--- src/rtl/bcd_multidigit_display.sv ---
// N-digit cascaded BCD up/down counter with prescaled tick, parallel load and wrap pulse,
// driving a time-multiplexed common-segment 7-segment display (shared F bus, one-hot AN).
module bcd_multidigit_display #(
    parameter int DIGITS    = 4,
    parameter int COUNT_DIV = 50_000_000,
    parameter int SCAN_DIV  = 50_000
) (
    input  logic                  clk,
    input  logic                  reset,
    input  logic                  en,
    input  logic                  up,
    input  logic                  load,
    input  logic [4*DIGITS-1:0]   load_val,
    output logic [4*DIGITS-1:0]   bcd,
    output logic                  carry,
    output logic [6:0]            F,
    output logic [DIGITS-1:0]     AN
);

    localparam int PW = $clog2(COUNT_DIV);
    localparam int SW = (SCAN_DIV > 1) ? $clog2(SCAN_DIV) : 1;
    localparam int IW = (DIGITS > 1) ? $clog2(DIGITS) : 1;

    localparam logic [PW-1:0] PRE_LAST  = PW'(COUNT_DIV - 1);
    localparam logic [SW-1:0] SCAN_LAST = SW'(SCAN_DIV - 1);
    localparam logic [IW-1:0] IDX_LAST  = IW'(DIGITS - 1);

    logic [PW-1:0]       prescaler;
    logic                tick;
    logic [SW-1:0]       scan_cnt;
    logic [IW-1:0]       scan_idx;
    logic [4*DIGITS-1:0] bcd_step;
    logic [4*DIGITS-1:0] load_clean;
    logic                wrap;
    logic                chain;
    logic [3:0]          digit;
    logic [3:0]          shown;

    assign tick = (prescaler == PRE_LAST);

    // Ripple the carry/borrow upward: a digit only moves when every lower digit wrapped.
    always_comb begin
        bcd_step = bcd;
        chain    = 1'b1;
        digit    = '0;
        for (int unsigned i = 0; i < DIGITS; i++) begin
            digit = bcd[4*i +: 4];
            if (chain) begin
                if (up) begin
                    if (digit == 4'd9) begin
                        bcd_step[4*i +: 4] = 4'd0;
                    end else begin
                        bcd_step[4*i +: 4] = digit + 4'd1;
                        chain              = 1'b0;
                    end
                end else begin
                    if (digit == 4'd0) begin
                        bcd_step[4*i +: 4] = 4'd9;
                    end else begin
                        bcd_step[4*i +: 4] = digit - 4'd1;
                        chain              = 1'b0;
                    end
                end
            end
        end
        wrap = chain;
    end

    always_comb begin
        load_clean = '0;
        for (int unsigned i = 0; i < DIGITS; i++) begin
            if (load_val[4*i +: 4] <= 4'd9) begin
                load_clean[4*i +: 4] = load_val[4*i +: 4];
            end
        end
    end

    always_ff @(posedge clk or posedge reset) begin
        if (reset) begin
            prescaler <= '0;
            bcd       <= '0;
            carry     <= 1'b0;
        end else begin
            carry <= 1'b0;
            if (load) begin
                prescaler <= '0;
                bcd       <= load_clean;
            end else begin
                prescaler <= tick ? '0 : prescaler + PW'(1);
                if (tick && en) begin
                    bcd   <= bcd_step;
                    carry <= wrap;
                end
            end
        end
    end

    always_ff @(posedge clk or posedge reset) begin
        if (reset) begin
            scan_cnt <= '0;
            scan_idx <= '0;
        end else if (scan_cnt == SCAN_LAST) begin
            scan_cnt <= '0;
            scan_idx <= (scan_idx == IDX_LAST) ? '0 : scan_idx + IW'(1);
        end else begin
            scan_cnt <= scan_cnt + SW'(1);
        end
    end

    // Digit mux by comparison rather than a computed slice, so DIGITS=1 needs no special case.
    always_comb begin
        AN    = '0;
        shown = '0;
        for (int unsigned i = 0; i < DIGITS; i++) begin
            if (scan_idx == IW'(i)) begin
                AN[i] = 1'b1;
                shown = bcd[4*i +: 4];
            end
        end
    end

    always_comb begin
        F = 7'h3F;
        case (shown)
            4'd0: F = 7'h3F;
            4'd1: F = 7'h06;
            4'd2: F = 7'h5B;
            4'd3: F = 7'h4F;
            4'd4: F = 7'h66;
            4'd5: F = 7'h6D;
            4'd6: F = 7'h7D;
            4'd7: F = 7'h07;
            4'd8: F = 7'h7F;
            4'd9: F = 7'h6F;
            default: F = 7'h3F;
        endcase
    end

endmodule

--- config.mk ---
export PLATFORM = sky130hd
export DESIGN_NAME = bcd_multidigit_display
export DESIGN_NICKNAME = d
export VERILOG_FILES = /design/src/rtl/bcd_multidigit_display.sv
export SDC_FILE = /design/constraint.sdc
export NUM_CORES = 1
export LEC_CHECK = 0
export CAP_MARGIN = 25
export CORE_MARGIN = 4
export CORE_UTILIZATION = 36
export DETAILED_ROUTE_END_ITERATION = 8
export PLACE_DENSITY_LB_ADDON = 0.1
export SYNTH_ARGS = -nofsm -noshare
export SYNTH_HDL_FRONTEND = slang
export SYNTH_SLANG_ARGS = --single-unit
--- constraint.sdc ---
create_clock -name clk -period 3.67 [get_ports clk]
set_input_delay 0.734 -clock clk [delete_from_list [all_inputs] [get_ports clk]]
set_output_delay 0.734 -clock clk [all_outputs]
set_load 0.02 [all_outputs]
==> flow_summary.yaml, run 1 <==
floorplan:
  core_um2: 10940
  die_x_um: 114.0
  rows: 38
  die_height_um: 114.0
  die_area_um2: 12990
  initial_core_util_pct: 36.97
  io_pins: 49
power_and_ir_drop:
  p_total_uw: 1936
  power_frac_comb_pct: 14.8
  seqPwrFrac_pct: 38.2
  internal-power_uw: 1430
  clkPwrFrac_pct: 47.1
  powerDensity_nw_per_um2: 391.2
  p_switching_uw: 506.3
  power.leakage_uw: 0.002067
  switching_share_pct: 26.15
  max-vdd-ir-drop_uv: 229.4
global_route:
  grt_antenna_before_repair: 0
  grt_pass1_vias: 3606
  grt_pass1_wl_um: 17170
  grt_use_total_pct: 16.30
  grt_overflow: 0
  grt_start_max_net_pins: 26
sta:
  maxSlewViolCount: 0
  fin_crit_sh_pct: 92.31
  fin_crit_ns: 3.388
  fin_ws_ns: 0.2821
  fin_setup_tns_ns: 0
  clock.fmax_mhz: 295.2
  setup_violations: 0
  relSlewSlack_pct: 47.21
  rsz0062_at_grt: "no"
  fin_skew_ns: 0.005489
  finalHoldViolations: 0
  tightest_slew_ns: 0.7899
cts:
  cts.sinks: 61
  path_clk_slew_ns: 0.05
  clockBufferDepth: 2
  cts_tree: "yes"
  cts_max_level: 3
  cts-buffers-inserted: 9
  cts_root_buf: "clkbuf_16"
  postCtsSetupBuffers: 0
  insertion_delay_ns: 0.32
critical_path:
  arrival_ns: 2.65
  worstSetupEndpointType: "primary output"
  setup.worst_path.start: "scan_idx[0]"
  crit_slowest_cell: "clkdlybuf4s50_1"
  path_class: "register to primary output"
  crit_path_max_fanout: 4
  cp-start-kind: "register"
  timing.rr.start: "prescaler[0]"
  crit_chain: "inv_1, ha_1, nor2b_1, a221o_1, a22oi_1, inv_1, ha_1, nand3_1, clkdlybuf4s50_1"
  required_ns: 2.94
  critPathMaxStageDelay_ns: 0.61
logic_synthesis:
  synth_common_cells: "61 x dfrtp_1, 53 x nor2_1, 33 x nand2_1"
  synth_edf_count: 0
  synth_most_common_cell: "dfrtp_1"
  synth_cells: 475
  synth_top_area_share_pct: 37.76
  ys_warn_count: 0
  syn_nets: 508
  ys.flop_type: "dfrtp_1"
  ys_async_sr_fraction_pct: 100.0
  ys_seq_area_share_pct: 37.76
  synth_area_leaders: "dfrtp_1 38%, nor2_1 4.9%, xor2_1 4.5%, xnor2_1 4.3%, nand3_1 4.0%"
  netlist_area_um2: 4043
  synth_seq_cells: 61
  ys_types: 56
  yosysTopAreaCell: "dfrtp_1"
  synth.avg_cell_area_um2: 8.511
cells_and_area:
  finalNonFillerCells: 658
  drive_gt1_share_pct: 7.336
  layout.nets: 547
  n_fill_cell: 1088
  num_antenna_cells: 0
  syn_to_final_growth_pct: 22.44
job:
  maxCapViolCount: 0
placed_design:
  port_buffers: 48
  dp_hpwl_um: 7178
  preCtsSetupSlack_ns: 0.2989
  dp.cells: 643
  gp_congestion: 0.8168
route:
  finalWirelength_um: 10080
  drt_iter0_markers: 215
  post-route-drc-count: 0
  viasPerCell: 5.494
  drt_pass1_iterations: 4
  num_vias: 3615
  ant_nets: 0
  routedWlPerCell_um: 15.32
min_path:
  hp-start: "prescaler[0]"
  hold_class: "register to register"
outcome:
  status: "completed"
==> per-layer routing <==
layer / vias to the layer above / global-route usage (%) / routed length, um
met5: - / 0 / 0
met4: 0 / 7.363 / 221
met3: 18 / 3.236 / 453
met2: 88 / 26.70 / 4682
met1: 1734 / 20.78 / 4725
li1: 1775 / - / -
==> registers in the layout, indices dropped and copies added (netlist names) <==
register and count:
scan_cnt 16, scan_idx 2, prescaler 26, carry 1, bcd 16
==> cells in the final DEF (no fill, tap or decap), types with 11 or more instances in the layout <==
master           instances
clkdlybuf4s50_1         42
nand2_1                 33
xnor2_1                 20
a21oi_1                 16
inv_1                   18
nor3_1                  15
ha_1                    11
buf_4                   11
xor2_1                  21
nand4_1                 12
dfrtp_1                 61
a31oi_1                 16
nor2_1                  53
nand3_1                 32
o21ai_0                 23
==> worst paths after layout <==
check | endpoint | slack, ns | cells past startpoint
setup reg to reg | bcd[0] | 1.36 | 6
hold reg to reg | prescaler[0] | 0.48 | 1
setup / recovery | F[2] | 0.28 | 9
max in group asynchronous | bcd[9] | 2.32 | 3
hold / removal | prescaler[0] | 0.48 | 1
min in group asynchronous | prescaler[2] | 0.71 | 2
==> worst max-delay path: cells and delay by family, from the launching register on <==
| kind | cells | cell delay, ns |
|---|---|---|
| AO/OA/AOI/OAI | 2 | 0.50 |
| adder cells (fa/ha/maj) | 2 | 0.43 |
| buffers and inverters | 3 | 0.82 |
| flip-flops | 1 | 0.37 |
| AND/OR/NAND/NOR | 2 | 0.21 |
==> through the flow <==
step | util, % | cell area [um^2] | hold WS [ns]
2_1_floorplan | - | 4043 | 0.4470
3_3_place_gp | 42.25 | 4621 | 0.4687
3_5_place_dp | 42.25 | 4621 | 0.4659
4_1_cts | 45.15 | 4937 | 0.4759
5_1_grt | 45.26 | 4950 | 0.4955
6_report | 45.26 | 4950 | 0.4751
==> cell type report <==
| cell class | instances | area (um^2) | area share [%] |
|---|---|---|---|
| multi-input combinational | 364 | 2287 | 46.21 |
| timing repair buffer | 59 | 574.3 | 11.60 |
| clock buffer | 11 | 242.7 | 4.904 |
| sequential | 61 | 1526 | 30.84 |
| tap | 140 | 175.2 | 3.539 |
| clock inverter | 4 | 72.57 | 1.466 |
| inverter | 19 | 71.32 | 1.441 |
==> power by group through the flow <==
stage	clock [uW]	combinational, uW	sequential, uW
final	911	286	739
after global routing	964	316	743
after CTS	926	292	738
after global placement	0	289	749
after detailed placement	0	292	749
after floorplan	0	185	735
==> logic make-up after synthesis <==
group | Yosys count | synth area share, %
adder cells (fa/ha/maj) | 12 | 3.714
AO/OA/AOI/OAI | 99 | 16.16
flip-flops | 61 | 37.76
buffers and inverters | 50 | 5.726
AND/OR/NAND/NOR | 209 | 26.99
multiplexers | 3 | 0.7738
XOR/XNOR | 41 | 8.883
==> what timing repair did <==
action,in CTS,in global routing
gates cloned,0,0
setup endpoints to repair,2,5
hold buffers,0,0
resized for setup,2,5
hold endpoints to repair,0,0
pin swaps,0,0
(Power assumes the default switching activity.)
==> inputs of run 2 (changes only) <==
--- a/config.mk
+++ b/config.mk
@@ -6,6 +6,7 @@
 export NUM_CORES = 1
 export LEC_CHECK = 0
 export CAP_MARGIN = 25
+export CORE_ASPECT_RATIO = 0.6
 export CORE_MARGIN = 4
 export CORE_UTILIZATION = 36
 export DETAILED_ROUTE_END_ITERATION = 8
@@ -13,3 +14,4 @@
 export SYNTH_ARGS = -nofsm -noshare
 export SYNTH_HDL_FRONTEND = slang
 export SYNTH_SLANG_ARGS = --single-unit
+export TNS_END_PERCENT = 1
==> flow_summary.yaml, run 2 (synthesis gave the netlist of run 1 again) <==
power_and_ir_drop:
  powerDensity_nw_per_um2: 393.5
  p_total_uw: 1946
  max-vdd-ir-drop_uv: 208.7
  power.leakage_uw: 0.002062
cells_and_area:
  layout_common_cells: "61 x dfrtp_1, 53 x nor2_1, 42 x clkdlybuf4s50_1"
  largest_register: "prescaler"
  reg_top3: "prescaler (26), bcd (16), scan_cnt (16)"
  design_area_um2: 4945
  syn_to_final_growth_pct: 22.32
  regArea_um2: 1526
  multi_input_area_um2: 2287
  layout.nets: 547
  n_fill_cell: 1072
  largest_reg_flops: 26
  drive_gt1_share_pct: 7.514
  layout_commonest_cell: "dfrtp_1"
  num_antenna_cells: 0
  postLayoutCoreUtil_pct: 45.88
cts:
  path_clk_slew_ns: 0.06
  clockBufferDepth: 2
  cts_tree: "yes"
  ctsHoldBuffers: 0
  cts.sinks: 61
  cts_max_level: 3
  insertion_delay_ns: 0.33
  cts_root_buf: "clkbuf_16"
  cts-buffers-inserted: 9
placed_design:
  dp_hpwl_um: 7725
  placed_cell_area_um2: 4619
  gp_congestion: 0.8416
  preCtsSetupSlack_ns: 0.2701
  port_buffers: 48
global_route:
  grt_start_max_net_pins: 27
  grt_pass1_wl_um: 17480
  grt_overflow: 0
  grt_pass1_vias: 3222
  grt_use_total_pct: 16.68
  grt_antenna_before_repair: 0
sta:
  finalHoldViolations: 0
  setup_violations: 0
  tightest_slew_ns: 0.8435
  fin_setup_tns_ns: 0
  fin_crit_ns: 3.457
  rsz0062_at_grt: "no"
  fin_crit_sh_pct: 94.21
  clock.fmax_mhz: 289.2
  fin_ws_ns: 0.2126
  fin_skew_ns: 0.009901
  maxSlewViolCount: 0
  relSlewSlack_pct: 43.63
min_path:
  hold_class: "register to register"
  hold_end: "prescaler[0]"
  hp-start: "prescaler[0]"
  holdPathStages: 1
floorplan:
  initial_core_util_pct: 37.51
  core_um2: 10780
  die_area_um2: 13040
  io_pins: 49
  die_height_um: 90.09
  rows: 29
  die_x_um: 144.8
outcome:
  status: "completed"
critical_path:
  worstRegToRegCells: 6
  crit_chain: "inv_1, ha_1, nor2b_1, a221o_1, a22oi_1, inv_1, ha_1, nand3_1, clkdlybuf4s50_1"
  cp-start-kind: "register"
  worstSetupEndpointType: "primary output"
  timing.rr.start: "prescaler[0]"
  critPathMaxStageDelay_ns: 0.62
  path_class: "register to primary output"
  r2r_slack_ns: 1.11
  required_ns: 2.94
  crit_path_max_fanout: 4
  reg2reg_to: "prescaler[18]"
  arrival_ns: 2.72
  crit_slowest_cell: "clkdlybuf4s50_1"
route:
  num_vias: 3572
  finalWirelength_um: 10610
  routedWlPerCell_um: 16.12
  drt_iter0_markers: 269
  drt_pass1_iterations: 5
  viasPerCell: 5.429
  ant_nets: 0
  post-route-drc-count: 0
job:
  maxCapViolCount: 0
[run 2: what timing repair did]
item / in CTS / in global routing
endpoints found under the setup margin: 4 / 4
resized for setup: 3 / 4
hold endpoints to repair: 0 / 0
buffers inserted: 0 / 0
[run 2: area by class of cell]
type                            instances  share of cell area (%)
Inverter                               19                   1.442
Multi-Input combinational cell        364                   46.26
Clock buffer                           10                   4.631
Sequential cell                        61                   30.87
Clock inverter                          6                   1.746
Tap cell                              139                   3.517
Timing Repair Buffer                   59                   11.54
[run 2: report_power, final]
group | total, uW | internal [uW] | switching (uW)
registers | 731 | 690 | 41.1
clock network | 920 | 595 | 325
logic | 295 | 133 | 162
total | 1950 | 1420 | 528
[run 2: through the flow]
stage / instances / hold slack [ns]
final: 658 / 0.4774
after global routing: 658 / 0.5153
after CTS: 658 / 0.4799
after detailed placement: 642 / 0.4722
after global placement: 642 / 0.4692
after floorplan: 475 / 0.4470
[run 2: worst max path at each step]
stage | start | endpoint | depth (start not counted)
4_1_cts | scan_idx[0] | F[0] | 10
3_3_place_gp | scan_idx[1] | F[3] | 10
3_5_place_dp | scan_idx[1] | F[3] | 10
2_1_floorplan | scan_idx[1] | F[3] | 9
5_1_grt | scan_idx[0] | F[2] | 9
6_report | scan_idx[0] | F[2] | 9
[run 2: per-layer routing]
metal / share of wire (%) / up-vias / GRT usage [%]
met5: 0 / - / 0
met4: 0.75 / 0 / 3.494
met3: 6.7 / 9 / 5.090
met2: 37 / 102 / 20.44
met1: 56 / 1681 / 27.64
li1: - / 1780 / -
[run 2: worst max-delay path, delay by kind of cell (launching register included)]
kind	cells	cell delay, ns
adder cells (fa/ha/maj)	2	0.43
flip-flops	1	0.38
AND/OR/NAND/NOR	2	0.23
AO/OA/AOI/OAI	2	0.52
buffers and inverters	3	0.84
==> inputs of run 3 (changes only) <==
--- a/config.mk
+++ b/config.mk
@@ -9,6 +9,7 @@
 export CORE_ASPECT_RATIO = 0.6
 export CORE_MARGIN = 4
 export CORE_UTILIZATION = 36
+export CTS_BUF_LIST = sky130_fd_sc_hd__clkbuf_8 sky130_fd_sc_hd__clkbuf_16
 export DETAILED_ROUTE_END_ITERATION = 8
 export PLACE_DENSITY_LB_ADDON = 0.1
 export SYNTH_ARGS = -nofsm -noshare
==> flow_summary.yaml, run 3 (synthesis gave the netlist of run 1 again) <==
outcome:
  status: "completed"
floorplan:
  rows: 29
  io_pins: 49
  core_um2: 10780
  initial_core_util_pct: 37.51
  die_x_um: 144.8
  die_height_um: 90.09
  die_area_um2: 13040
cts:
  cts_max_level: 3
  cts-buffers-inserted: 9
  cts_tree: "yes"
  cts_root_buf: "clkbuf_16"
  insertion_delay_ns: 0.33
  clockBufferDepth: 2
  cts.sinks: 61
  postCtsSetupBuffers: 0
  path_clk_slew_ns: 0.06
route:
  routedWlPerCell_um: 16.10
  num_vias: 3587
  ant_nets: 0
  post-route-drc-count: 0
  drt_iter0_markers: 269
  viasPerCell: 5.451
  drt_pass1_iterations: 5
  finalWirelength_um: 10590
critical_path:
  worstSetupEndpointType: "primary output"
  crit_chain: "inv_1, ha_1, nor2b_1, a221o_1, a22oi_1, inv_1, ha_1, nand3_1, clkdlybuf4s50_1"
  crit_path_max_fanout: 4
  arrival_ns: 2.72
  crit_slowest_cell: "clkdlybuf4s50_1"
  required_ns: 2.94
  cp-start-kind: "register"
  path_class: "register to primary output"
  critPathMaxStageDelay_ns: 0.62
cells_and_area:
  n_fill_cell: 1072
  reg_top3: "prescaler (26), bcd (16), scan_cnt (16)"
  multi_input_area_um2: 2287
  largest_register: "prescaler"
  syn_to_final_growth_pct: 22.32
  layout_common_cells: "61 x dfrtp_1, 53 x nor2_1, 42 x clkdlybuf4s50_1"
  design_area_um2: 4945
  layout.nets: 547
  largest_reg_flops: 26
  num_antenna_cells: 0
  layout_commonest_cell: "dfrtp_1"
  drive_gt1_share_pct: 7.514
  postLayoutCoreUtil_pct: 45.88
  regArea_um2: 1526
placed_design:
  gp_congestion: 0.8416
  preCtsSetupSlack_ns: 0.2701
  port_buffers: 48
  placed_cell_area_um2: 4619
  dp_hpwl_um: 7725
sta:
  tightest_slew_ns: 0.8502
  fin_crit_sh_pct: 94.20
  rsz0062_at_grt: "no"
  fin_crit_ns: 3.457
  clock.fmax_mhz: 289.3
  relSlewSlack_pct: 43.18
  fin_skew_ns: 0.009985
  setup_violations: 0
  fin_ws_ns: 0.2129
  fin_setup_tns_ns: 0
  finalHoldViolations: 0
  maxSlewViolCount: 0
job:
  maxCapViolCount: 0
min_path:
  hold_class: "register to register"
global_route:
  grt_pass1_vias: 3222
  grt_antenna_before_repair: 0
  grt_overflow: 0
  grt_pass1_wl_um: 17480
  grt_use_total_pct: 16.68
  grt_start_max_net_pins: 27
power_and_ir_drop:
  power.leakage_uw: 0.002066
  powerDensity_nw_per_um2: 393.0
  max-vdd-ir-drop_uv: 208.8
[run 3: final timing paths]
check | from | endpoint | slack, ns | depth (start not counted)
setup / recovery | scan_idx[0] | F[2] | 0.21 | 9
hold / removal | prescaler[0] | prescaler[0] | 0.48 | 1
setup reg to reg | prescaler[0] | prescaler[18] | 1.09 | 6
hold reg to reg | prescaler[0] | prescaler[0] | 0.48 | 1
max in group asynchronous | reset | bcd[5] | 2.22 | 3
min in group asynchronous | reset | prescaler[5] | 0.75 | 2
[run 3: metal layers]
layer / GRT usage (%) / share of wire, % / vias up
met5: 0 / 0 / -
met4: 3.494 / 0.76 / 0
met3: 5.090 / 7.2 / 9
met2: 20.44 / 36 / 114
met1: 27.64 / 56 / 1682
li1: - / - / 1782
[run 3: cell type report]
type / count / area share (%)
sequential: 61 / 30.87
clock buffer: 9 / 4.555
multi-input combinational: 364 / 46.26
tap: 139 / 3.517
inverter: 19 / 1.442
timing repair buffer: 59 / 11.54
clock inverter: 7 / 1.822
[run 3: where the power goes]
group	switching (uW)	internal, uW	leakage, uW
Clock	325	592	0.000157
Combinational	162	133	0.00110
Sequential	41.2	690	0.000811
[run 3: through the flow]
step	cells	power, uW	hold WS (ns)
finish	658	1943	0.4766
CTS	658	1973	0.4799
global route	658	2035	0.5153
detailed placement	642	1044	0.4722
global placement	642	1043	0.4692
floorplan	475	919.3	0.4470
[run 3: critical path, delay by kind of cell (launching register included)]
family / cells / cell delay, ns
adders and majority gates: 2 / 0.43
AOI/OAI and AO/OA: 2 / 0.52
DFF: 1 / 0.38
buffers and inverters: 3 / 0.84
and+or+nand+nor: 2 / 0.23
[run 3: repair_timing]
| item | 4_1_cts | 5_1_grt |
|---|---|---|
| endpoints found under the hold margin | 0 | 0 |
| hold buffers | 0 | 0 |
| setup endpoints to repair | 4 | 4 |
| resized for setup | 3 | 4 |
